===== config.mk =====
export PLATFORM = sky130hd
export DESIGN_NAME = rv32m_div_unit
export DESIGN_NICKNAME = d
export VERILOG_FILES = /design/src/rtl/be_pkg.sv /design/src/rtl/adder_substracter_bmod.sv /design/src/rtl/rv32m_div_unit.sv
export SDC_FILE = /design/constraint.sdc
export NUM_CORES = 1
export LEC_CHECK = 0
export ABC_AREA = 1
export CAP_MARGIN = 20
export CORE_MARGIN = 4
export CORE_UTILIZATION = 55
export DETAILED_ROUTE_END_ITERATION = 12
export PLACE_DENSITY = 0.76
export SLEW_MARGIN = 20
export SYNTH_ARGS = -nofsm -noshare
export SYNTH_HDL_FRONTEND = slang
export SYNTH_SLANG_ARGS = --single-unit
export TNS_END_PERCENT = 5

===== constraint.sdc =====
create_clock -name clk -period 2.3 [get_ports clk]
set_input_delay 0.23 -clock clk [delete_from_list [all_inputs] [get_ports clk]]
set_output_delay 0.23 -clock clk [all_outputs]
set_load 0.05 [all_outputs]

===== src/rtl/be_pkg.sv =====
// Backend shared types for the RV32M divide unit: operation encoding,
// divider FSM states and the fixed divide latency.
package be_pkg;

  localparam int RV32I_INSTRUCTION_WIDTH = 32;

  typedef logic [RV32I_INSTRUCTION_WIDTH-1:0] RV32I_OPERAND_t;

  typedef enum logic [1:0] {
    OP_DIV  = 2'd0,
    OP_DIVU = 2'd1,
    OP_REM  = 2'd2,
    OP_REMU = 2'd3
  } RV32M_DIV_OP_t;

  typedef enum logic [1:0] {
    DIV_IDLE  = 2'd0,
    DIV_CALC  = 2'd1,
    DIV_FIXUP = 2'd2,
    DIV_DONE  = 2'd3
  } div_state_t;

  // Accepting edge to out_valid rising, for the iterative path.
  localparam int RV32M_DIV_LATENCY = 34;

endpackage


===== src/rtl/adder_substracter_bmod.sv =====
// Combinational adder/subtracter: mode=0 gives a+b, mode=1 gives a-b.
// For subtraction carry_out=1 means no borrow (a >= b, unsigned).
module adder_substracter_bmod #(
  parameter int WIDTH = 32
) (
  input  logic [WIDTH-1:0] a,
  input  logic [WIDTH-1:0] b,
  input  logic             mode,
  output logic [WIDTH-1:0] sum,
  output logic             carry_out
);

  logic [WIDTH-1:0] b_eff;

  // Two's complement subtract: invert b and inject the +1 as carry-in.
  assign b_eff            = mode ? ~b : b;
  assign {carry_out, sum} = {1'b0, a} + {1'b0, b_eff} + {{WIDTH{1'b0}}, mode};

endmodule


===== src/rtl/rv32m_div_unit.sv =====
// Multi-cycle RV32M DIV/DIVU/REM/REMU unit (restoring divider).
// Handshake: a request transfers on an edge where in_valid && in_ready;
// a result transfers on an edge where out_valid && out_ready. out_valid
// and result hold until that transfer. flush/rst abort everything.
// Optional macro RV32M_DIV_EARLY_OUT_EN: divide-by-zero and signed
// overflow skip CALC/FIXUP and complete one cycle after acceptance.
// ITER_PER_CYCLE must divide XLEN.
module rv32m_div_unit
  import be_pkg::*;
#(
  parameter int XLEN           = RV32I_INSTRUCTION_WIDTH,
  parameter int ITER_PER_CYCLE = 1
) (
  input  logic            clk,
  input  logic            rst,
  input  logic            flush,
  input  logic            in_valid,
  output logic            in_ready,
  input  RV32M_DIV_OP_t   op,
  input  logic [XLEN-1:0] a,
  input  logic [XLEN-1:0] b,
  output logic            out_valid,
  input  logic            out_ready,
  output logic [XLEN-1:0] result,
  output logic            busy,
  output div_state_t      dbg_state
);

  localparam int              CNT_W    = $clog2(XLEN) + 1;
  localparam logic [CNT_W-1:0] LAST_CNT = CNT_W'(XLEN - ITER_PER_CYCLE);
  localparam logic [CNT_W-1:0] CNT_STEP = CNT_W'(ITER_PER_CYCLE);
  localparam logic [XLEN-1:0]  ALL_ONES = '1;
  localparam logic [XLEN-1:0]  INT_MIN  = {1'b1, {(XLEN-1){1'b0}}};

  div_state_t       state_q, state_d;
  logic [CNT_W-1:0] cnt_q;
  logic [XLEN-1:0]  rem_q, quo_q, dvs_q, result_q;
  logic             out_valid_q;
  logic             signed_q, is_rem_q, sign_q_q, sign_r_q, div_zero_q, ovf_q;

  // Request decode; |0x80000000| stays 0x80000000 as an unsigned magnitude.
  logic            in_signed, in_is_rem, in_div_zero, in_ovf;
  logic [XLEN-1:0] a_abs, b_abs;
  assign in_signed   = (op == OP_DIV) || (op == OP_REM);
  assign in_is_rem   = (op == OP_REM) || (op == OP_REMU);
  assign a_abs       = (in_signed && a[XLEN-1]) ? -a : a;
  assign b_abs       = (in_signed && b[XLEN-1]) ? -b : b;
  assign in_div_zero = (b == '0);
  assign in_ovf      = in_signed && (a == INT_MIN) && (b == ALL_ONES);

`ifdef RV32M_DIV_EARLY_OUT_EN
  logic            in_special;
  logic [XLEN-1:0] special_result;
  assign in_special     = in_div_zero || in_ovf;
  assign special_result = in_div_zero ? (in_is_rem ? a : ALL_ONES)
                                      : (in_is_rem ? '0 : INT_MIN);
`endif

  // Unrolled restoring steps; each resolves one quotient bit.
  logic [XLEN-1:0] rem_chain [ITER_PER_CYCLE+1];
  logic [XLEN-1:0] quo_chain [ITER_PER_CYCLE+1];
  assign rem_chain[0] = rem_q;
  assign quo_chain[0] = quo_q;

  for (genvar g = 0; g < ITER_PER_CYCLE; g++) begin : g_step
    logic [XLEN:0] shifted, trial;
    logic          no_borrow;
    logic          unused_trial_msb;
    // Partial remainder widened to XLEN+1 so the borrow is explicit.
    assign shifted = {rem_chain[g], quo_chain[g][XLEN-1]};
    adder_substracter_bmod #(.WIDTH(XLEN + 1)) u_trial_sub (
      .a         (shifted),
      .b         ({1'b0, dvs_q}),
      .mode      (1'b1),
      .sum       (trial),
      .carry_out (no_borrow)
    );
    // After a successful trial the result is below the divisor, so its MSB is zero.
    assign unused_trial_msb = trial[XLEN];
    assign rem_chain[g+1]   = no_borrow ? trial[XLEN-1:0] : shifted[XLEN-1:0];
    assign quo_chain[g+1]   = {quo_chain[g][XLEN-2:0], no_borrow};
  end

  // Sign correction and RISC-V special-case overrides. Divide-by-zero
  // remainder needs no override: the loop leaves |a|, re-signed to a.
  logic [XLEN-1:0] q_fix, r_fix, fixup_result;
  always_comb begin
    q_fix = (signed_q && sign_q_q) ? -quo_q : quo_q;
    r_fix = (signed_q && sign_r_q) ? -rem_q : rem_q;
    if (div_zero_q)
      fixup_result = is_rem_q ? r_fix : ALL_ONES;
    else if (ovf_q)
      fixup_result = is_rem_q ? '0 : INT_MIN;
    else
      fixup_result = is_rem_q ? r_fix : q_fix;
  end

  // Next-state logic.
  always_comb begin
    state_d = state_q;
    case (state_q)
      DIV_IDLE: begin
        if (in_valid) begin
`ifdef RV32M_DIV_EARLY_OUT_EN
          state_d = in_special ? DIV_DONE : DIV_CALC;
`else
          state_d = DIV_CALC;
`endif
        end
      end
      DIV_CALC:  if (cnt_q == LAST_CNT) state_d = DIV_FIXUP;
      DIV_FIXUP: state_d = DIV_DONE;
      DIV_DONE:  if (out_valid_q && out_ready) state_d = DIV_IDLE;
      default:   state_d = DIV_IDLE;
    endcase
  end

  // State register; flush acts exactly like reset.
  always_ff @(posedge clk) begin
    if (rst || flush) state_q <= DIV_IDLE;
    else              state_q <= state_d;
  end

  // Datapath registers: operand latch, iteration, result registration.
  always_ff @(posedge clk) begin
    if (rst || flush) begin
      cnt_q       <= '0;
      rem_q       <= '0;
      quo_q       <= '0;
      dvs_q       <= '0;
      result_q    <= '0;
      out_valid_q <= 1'b0;
      signed_q    <= 1'b0;
      is_rem_q    <= 1'b0;
      sign_q_q    <= 1'b0;
      sign_r_q    <= 1'b0;
      div_zero_q  <= 1'b0;
      ovf_q       <= 1'b0;
    end else begin
      // out_valid lags DONE entry by one cycle and drops after the transfer.
      out_valid_q <= (state_q == DIV_DONE) && !(out_valid_q && out_ready);
      case (state_q)
        DIV_IDLE: begin
          if (in_valid) begin
            signed_q   <= in_signed;
            is_rem_q   <= in_is_rem;
            sign_q_q   <= a[XLEN-1] ^ b[XLEN-1];
            sign_r_q   <= a[XLEN-1];
            div_zero_q <= in_div_zero;
            ovf_q      <= in_ovf;
            quo_q      <= a_abs;
            dvs_q      <= b_abs;
            rem_q      <= '0;
            cnt_q      <= '0;
`ifdef RV32M_DIV_EARLY_OUT_EN
            if (in_special) result_q <= special_result;
`endif
          end
        end
        DIV_CALC: begin
          rem_q <= rem_chain[ITER_PER_CYCLE];
          quo_q <= quo_chain[ITER_PER_CYCLE];
          cnt_q <= cnt_q + CNT_STEP;
        end
        DIV_FIXUP: result_q <= fixup_result;
        default: ;
      endcase
    end
  end

  assign in_ready  = (state_q == DIV_IDLE);
  assign busy      = (state_q == DIV_CALC) || (state_q == DIV_FIXUP);
  assign out_valid = out_valid_q;
  assign result    = result_q;
  assign dbg_state = state_q;

endmodule


==> impl_metrics.env, run 1 <==
export IMPL_status="finished clean"
export IMPL_path_class="flip-flop to output port"
export IMPL_ys_ff_latch=143
export IMPL_startpoint_type="flip-flop"
export IMPL_postSynthNetCount=2309
export IMPL_clock_sinks=143
export IMPL_cts_made_buffers=17
export IMPL_drcViolationCount=0
export IMPL_crit_arrival_ps=2000
export IMPL_cap_violations=0
export IMPL_root_buffer="clkbuf_16"
export IMPL_grt_max_degree=87
export IMPL_pwr_share_comb=0.310
export IMPL_cts_tree="yes"
export IMPL_grt_first_pass_wirelength_um=68630
export IMPL_startpoint="dbg_state[0]$_SDFFE_PP0P_"
export IMPL_synth_top_area_share=0.2282
export IMPL_place_area_um2=14390
export IMPL_slowest_stage="clkdlybuf4s50_1"
export IMPL_cts_clk_slew_worst_paths_ps=70
export IMPL_h_tree_depth=4
export IMPL_start_util=0.5661
export IMPL_drive_above_1_share=0.08358
export IMPL_cts_max_path_buffers=2
export IMPL_wl_per_cell_um=16.55
export IMPL_setup_violations=0
export IMPL_path_max_fanout=4
export IMPL_ant_nets=0
export IMPL_skew_ps=14.76
export IMPL_rows=54
export IMPL_fin_nets=2446
export IMPL_final_area_um2=15040
export IMPL_path_cells="inv_1, ha_1, clkdlybuf4s50_1"
export IMPL_netSwitchingFraction=0.3643
export IMPL_hold_class="primary input to flip-flop"
export IMPL_pwr_share_seq=0.334
export IMPL_rr_startpoint="dvs_q[22]$_SDFFE_PP0P_"
export IMPL_synthArstFlopShare=0
export IMPL_grt_use_total=0.3291
export IMPL_yosysTopAreaCell="dfxtp_1"
export IMPL_num_antenna_cells=0
export IMPL_tightest_slew_ps=682.0
export IMPL_dieArea_um2=25290
export IMPL_multi_input_area_um2=8248
export IMPL_critical_path_top_delay_family="buffers and inverters"
export IMPL_grt_pass1_vias=13707
export IMPL_die_h_um=159.0
export IMPL_min_delay_start="out_ready"
export IMPL_power_density_nw_per_um2=521.1
export IMPL_p_int_mw=4.982
export IMPL_antenna_found_initial=0
export IMPL_wirelength_um=43440
export IMPL_p_leak_nw=7.444
export IMPL_synth_cell_types=47
export IMPL_regArea_um2=2865
export IMPL_die_w_um=159.0
export IMPL_netlist_area_um2=12540
export IMPL_fin_crit_ps=2234
export IMPL_end_kind="output port"
export IMPL_dp_hpwl_um=34590
export IMPL_rsz0062_at_grt="true"
export IMPL_clockPowerShare=0.356
export IMPL_area_growth_pct=19.87
export IMPL_synth_edf_count=0
export IMPL_required_ps=2070
export IMPL_power_switching_mw=2.855
export IMPL_max_freq_mhz=447.6
export IMPL_io_pins=108
export IMPL_ys_seq_area_frac=0.2282
export IMPL_grt_overflow_total=0
export IMPL_drt_first_pass_iters=5
export IMPL_hold_violations=0
export IMPL_vdd_drop_max_mv=0.4859
export IMPL_drv_slew=0
export IMPL_viasPerCell=5.642
export IMPL_vias=14809
export IMPL_syn_inst=2195
export IMPL_min_period_over_period=0.9713
export IMPL_coreArea_um2=22160
export IMPL_pre_cts_ws_ps=73.33
export IMPL_clk_latency_ps=430
export IMPL_drt_iter0_markers=1444
export IMPL_ys_warn_count=0
export IMPL_post_synth_cell_area_avg_um2=5.715
export IMPL_synthFlopType="dfxtp_1"
export IMPL_slew_headroom=0.5396
export IMPL_critPathMaxStageDelay_ps=810
export IMPL_layout_setup_ws_ps=66.11
export IMPL_io_buffer_count=107
export IMPL_cts_hold_buffers=0
export IMPL_fill_cells=2116
export IMPL_synthTopCellsByArea="dfxtp_1, nand2_1, nand3_1, inv_1, a21oi_1"
export IMPL_place_gp_congestion=1.030
export IMPL_critPathBufInv=2
timing repair:
item | in CTS | in global routing
setup endpoints to repair | 0 | 36
setup buffers | 0 | 0
resized for setup | 0 | 16
worst paths after layout:
path	cells past startpoint	endpoint	slack (ps)
setup reg to reg	12	rem_q[9]$_SDFFE_PP0P_	120
hold reg to reg	2	result[2]$_SDFFE_PP0P_	460
setup / recovery	3	busy	70
hold / removal	4	out_valid$_SDFF_PP0_	450
kinds of logic (layout without fill, tap and decap cells):
group                    Yosys count  in the layout  share of synthesized area
AO/OA/AOI/OAI                    373            373                     0.1644
adder cells (fa/ha/maj)           43             43                    0.04349
buffers and inverters            382            532                     0.1194
XOR/XNOR                          49             49                    0.03421
flip-flops                       143            143                     0.2282
AND/OR/NAND/NOR                 1205           1205                     0.4103
layer usage:
metal  vias to the layer above  share of wire  global-route usage
met2                       605           0.46              0.5451
met1                      6717           0.42              0.4253
met5                         -              0                   0
met4                         0          0.048              0.1613
met3                       114          0.072             0.04116
li1                       7373              -                   -
power by group through the flow:
stage,clock network [mW],logic (mW),registers [mW]
final,2.79,2.43,2.62
after detailed placement,0,2.36,2.67
after CTS,2.80,2.38,2.62
after global placement,0,2.34,2.67
after global routing,2.91,2.68,2.62
after floorplan,0,1.58,2.67
Yosys cell counts (4+ instances only):
library cell,n
nor4_1,4
nand2_4,4
nor2_2,9
nand2_1,660
nand3b_1,12
a21oi_1,190
buf_2,21
nor2_1,212
buf_6,5
o221ai_1,9
nor3_1,29
inv_2,21
clkbuf_1,46
and3_1,4
nand4_1,36
dfxtp_1,143
a21oi_2,6
xor2_1,30
nand3_2,5
o21ai_0,98
o211ai_1,32
xnor2_1,19
inv_1,282
ha_1,42
o21bai_1,6
buf_1,6
o21ai_1,16
nand3_1,214
cell usage in the layout, fill, tap and decap left out, types with 3 or more instances in the layout:
cell / count
a21oi_1: 189
a21oi_2: 7
a31oi_1: 3
and2_1: 3
and3_1: 4
buf_12: 8
buf_4: 80
clkbuf_16: 17
clkdlybuf4s50_1: 106
clkinv_4: 3
dfxtp_1: 141
ha_1: 40
inv_1: 281
inv_2: 22
inv_6: 3
inv_8: 4
nand2_1: 659
nand2_2: 4
nand2_4: 4
nand3_1: 212
nand3_2: 7
nand3b_1: 12
nand4_1: 36
nor2_1: 206
nor2_2: 14
nor2_4: 4
nor3_1: 29
nor4_1: 4
o211ai_1: 32
o21ai_0: 98
o21ai_1: 16
o21ai_2: 3
o21bai_1: 6
o221ai_1: 9
o31ai_1: 3
xnor2_1: 19
xor2_1: 30
worst reg2reg max path: cells and delay by family (launching register included):
kind	cells	cell delay [ps]
simple gates	7	840
buf+inv	3	400
flops	1	340
fa+ha+maj	1	380
compound gates	1	160
through the flow:
stage          cells  hold WS [ps]  utilization  power [mW]  setup TNS (ps)
2_1_floorplan   2195         396.7            -       4.256               0
3_3_place_gp    2593         451.8       0.6491       5.004               0
3_5_place_dp    2593         454.1       0.6491       5.033               0
4_1_cts         2625         435.8       0.6756       7.799               0
5_1_grt         2625         464.7       0.6785       8.218          -188.8
6_report        2625         446.5       0.6785       7.836               0
state kept, by name, indices dropped and copies added (netlist names), 2 cells and up:
name,count
cnt_q,6
dbg_state,2
dvs_q,32
quo_q,32
rem_q,32
result,32
final cells by class:
type | instances | area share
clock inverter | 14 | 0.009819
tap | 280 | 0.02330
sequential | 143 | 0.1905
timing repair buffer | 196 | 0.1227
multi-input combinational | 1670 | 0.5485
clock buffer | 18 | 0.02921
inverter | 304 | 0.07589
Power figures use the tool's default switching activity.
==> run 2, diff against run 1 <==
--- a/config.mk
+++ b/config.mk
@@ -8,9 +8,8 @@
 export ABC_AREA = 1
 export CAP_MARGIN = 20
 export CORE_MARGIN = 4
-export CORE_UTILIZATION = 55
+export CORE_UTILIZATION = 35
 export DETAILED_ROUTE_END_ITERATION = 12
-export PLACE_DENSITY = 0.76
 export SLEW_MARGIN = 20
 export SYNTH_ARGS = -nofsm -noshare
 export SYNTH_HDL_FRONTEND = slang
==> run 2 against run 1 <==
Against the previous run:
- sequential power barely moved
- worst setup slack improved by 9.8 ps
- clock skew fell by 2.4 ps
- utilization fell by 24 points
- hold slack got worse by 6.6 ps
- final area rose by 3.1%
- clock power rose by 6%
- routed wire length rose by 8.4%
- total power rose by 3.2%
- register-to-register slack got worse by 40 ps
- sequential cell count did not move
- maximum frequency rose by 0.44%
- largest cell class unchanged
- largest power group unchanged
==> impl_metrics.env, run 2 (synthesis gave the netlist of run 1 again) <==
export IMPL_status="finished clean"
export IMPL_min_period_over_period=0.9670
export IMPL_antenna_found_initial=0
export IMPL_grt_overflow_total=0
export IMPL_path_cells="inv_1, ha_1, nand2_2, nor2_2, nand2_1, inv_2, nand2_4, nand2_4, nand2_4, nand2_4, buf_12, o21ai_0, nand3_1, a21oi_2"
export IMPL_reg2reg_to="rem_q[2]$_SDFFE_PP0P_"
export IMPL_path_depth=14
export IMPL_end_kind="flip-flop"
export IMPL_skew_ps=12.37
export IMPL_critPathMaxStageDelay_ps=380
export IMPL_power_density_nw_per_um2=521.7
export IMPL_grt_pass1_vias=13817
export IMPL_wirelength_um=47070
export IMPL_hold_class="primary input to flip-flop"
export IMPL_h_tree_depth=4
export IMPL_cts_setup_buffers=0
export IMPL_final_util=0.4369
export IMPL_tightest_slew_ps=575.1
export IMPL_drv_slew=0
export IMPL_wl_per_cell_um=16.72
export IMPL_drive_above_1_share=0.1011
export IMPL_critical_path_top_delay_family="simple AND/OR/NAND/NOR gates"
export IMPL_dp_hpwl_um=37740
export IMPL_final_common_cell="nand2_1"
export IMPL_die_w_um=197.3
export IMPL_p_leak_nw=7.519
export IMPL_fin_nets=2456
export IMPL_rsz0062_at_grt="true"
export IMPL_grt_first_pass_wirelength_um=74530
export IMPL_layout_common_cells="nand2_1, inv_1, nand3_1"
export IMPL_min_to="out_valid$_SDFF_PP0_"
export IMPL_hold_ws_ps=439.9
export IMPL_die_h_um=197.3
export IMPL_fin_setup_tns_ps=0
export IMPL_cts_made_buffers=17
export IMPL_crit_arrival_ps=2560
export IMPL_reg2regPathDepth=14
export IMPL_grt_use_total=0.2393
export IMPL_ant_nets=0
export IMPL_min_delay_start="out_ready"
export IMPL_cts_max_path_buffers=2
export IMPL_slowest_stage="ha_1"
export IMPL_grt_max_degree=57
export IMPL_rows=69
export IMPL_path_class="flip-flop to flip-flop"
export IMPL_cap_violations=0
export IMPL_critPathBufInv=3
export IMPL_place_area_um2=14690
export IMPL_rr_startpoint="dvs_q[12]$_SDFFE_PP0P_"
export IMPL_clock_sinks=143
export IMPL_drcViolationCount=0
export IMPL_hold_depth=4
export IMPL_startpoint_type="flip-flop"
export IMPL_start_util=0.3535
export IMPL_max_freq_mhz=449.6
export IMPL_fin_crit_ps=2224
export IMPL_slew_headroom=0.6118
export IMPL_required_ps=2630
export IMPL_io_pins=108
export IMPL_setup_violations=0
export IMPL_fill_cells=3881
export IMPL_area_growth_pct=23.57
export IMPL_path_max_fanout=22
export IMPL_cp_common_cell="nand2_4"
export IMPL_final_area_um2=15500
export IMPL_clk_latency_ps=450
export IMPL_dieArea_um2=38940
export IMPL_drt_first_pass_iters=5
export IMPL_num_antenna_cells=0
export IMPL_vdd_drop_max_mv=0.5021
export IMPL_place_gp_congestion=0.9824
export IMPL_coreArea_um2=35480
export IMPL_root_buffer="clkbuf_16"
export IMPL_drt_iter0_markers=1138
export IMPL_reg2reg_slack_ps=80
export IMPL_hold_violations=0
export IMPL_vias=14547
export IMPL_viasPerCell=5.166
export IMPL_cts_tree="yes"
export IMPL_io_buffer_count=107
export IMPL_cts_clk_slew_worst_paths_ps=70
[run 2: cell types whose count changed in the layout (fill, tap and decap cells not counted), moves of 4 or more]
cell | previous run | this run
ha_1 | 40 | 30
a21oi_1 | 189 | 182
buf_4 | 80 | 91
nor2_1 | 206 | 202
ha_4 | 2 | 9
nor2_2 | 14 | 18
inv_6 | 3 | 8
a21oi_2 | 7 | 14
[run 2: timing repair]
action,CTS,global route
gates resized for setup,0,46
hold buffers,0,0
endpoints found under the setup margin,0,40
[run 2: power by group]
part	internal (mW)	switching [mW]	total (mW)
registers	2.55	0.0684	2.62
logic	0.896	1.62	2.52
clock network	1.64	1.31	2.95
[run 2: how the worst max path moves through the flow]
stage	from	to	slack [ps]
global route	dvs_q[26]$_SDFFE_PP0P_	rem_q[27]$_SDFFE_PP0P_	-70
CTS	quo_q[31]$_SDFFE_PP0P_	rem_q[28]$_SDFFE_PP0P_	5
floorplan	dbg_state[0]$_SDFFE_PP0P_	dvs_q[12]$_SDFFE_PP0P_	80
global placement	b[0]	dvs_q[26]$_SDFFE_PP0P_	-270
finish	dvs_q[12]$_SDFFE_PP0P_	rem_q[2]$_SDFFE_PP0P_	80
detailed placement	b[0]	dvs_q[26]$_SDFFE_PP0P_	-290
[run 2: cell type report]
type	count	area, um^2	share of cell area
Inverter	304	1141	0.07361
Clock buffer	17	425.4	0.02744
Timing Repair Buffer	206	1917	0.1237
Multi-Input combinational cell	1670	8403	0.5421
Sequential cell	143	2868	0.1850
Tap cell	461	576.8	0.03721
Clock inverter	15	170.2	0.01098
[run 2: through the flow]
step	power, mW	worst slack, ps	cells
after floorplan	4.256	81.41	2195
after global placement	5.119	-269.0	2784
after detailed placement	5.131	-290.4	2784
after CTS	8.073	4.825	2816
after global routing	8.514	-65.69	2816
final	8.087	75.91	2816
[run 2: layer usage]
metal	track usage	wire length, um	vias up
met1	0.3269	21930	6725
met5	0	0	-
met4	0.08783	1417	0
li1	-	-	7403
met3	0.02644	2022	57
met2	0.3907	21700	362
[run 2: worst reg2reg max path, stage by stage (launching register included)]
cell and delay, ps:
dfxtp_1 330, inv_1 40, ha_1 380, nand2_2 110, nor2_2 240, nand2_1 100, inv_2 80, nand2_4 60
nand2_4 70, nand2_4 70, nand2_4 160, buf_12 190, o21ai_0 110, nand3_1 100, a21oi_2 60
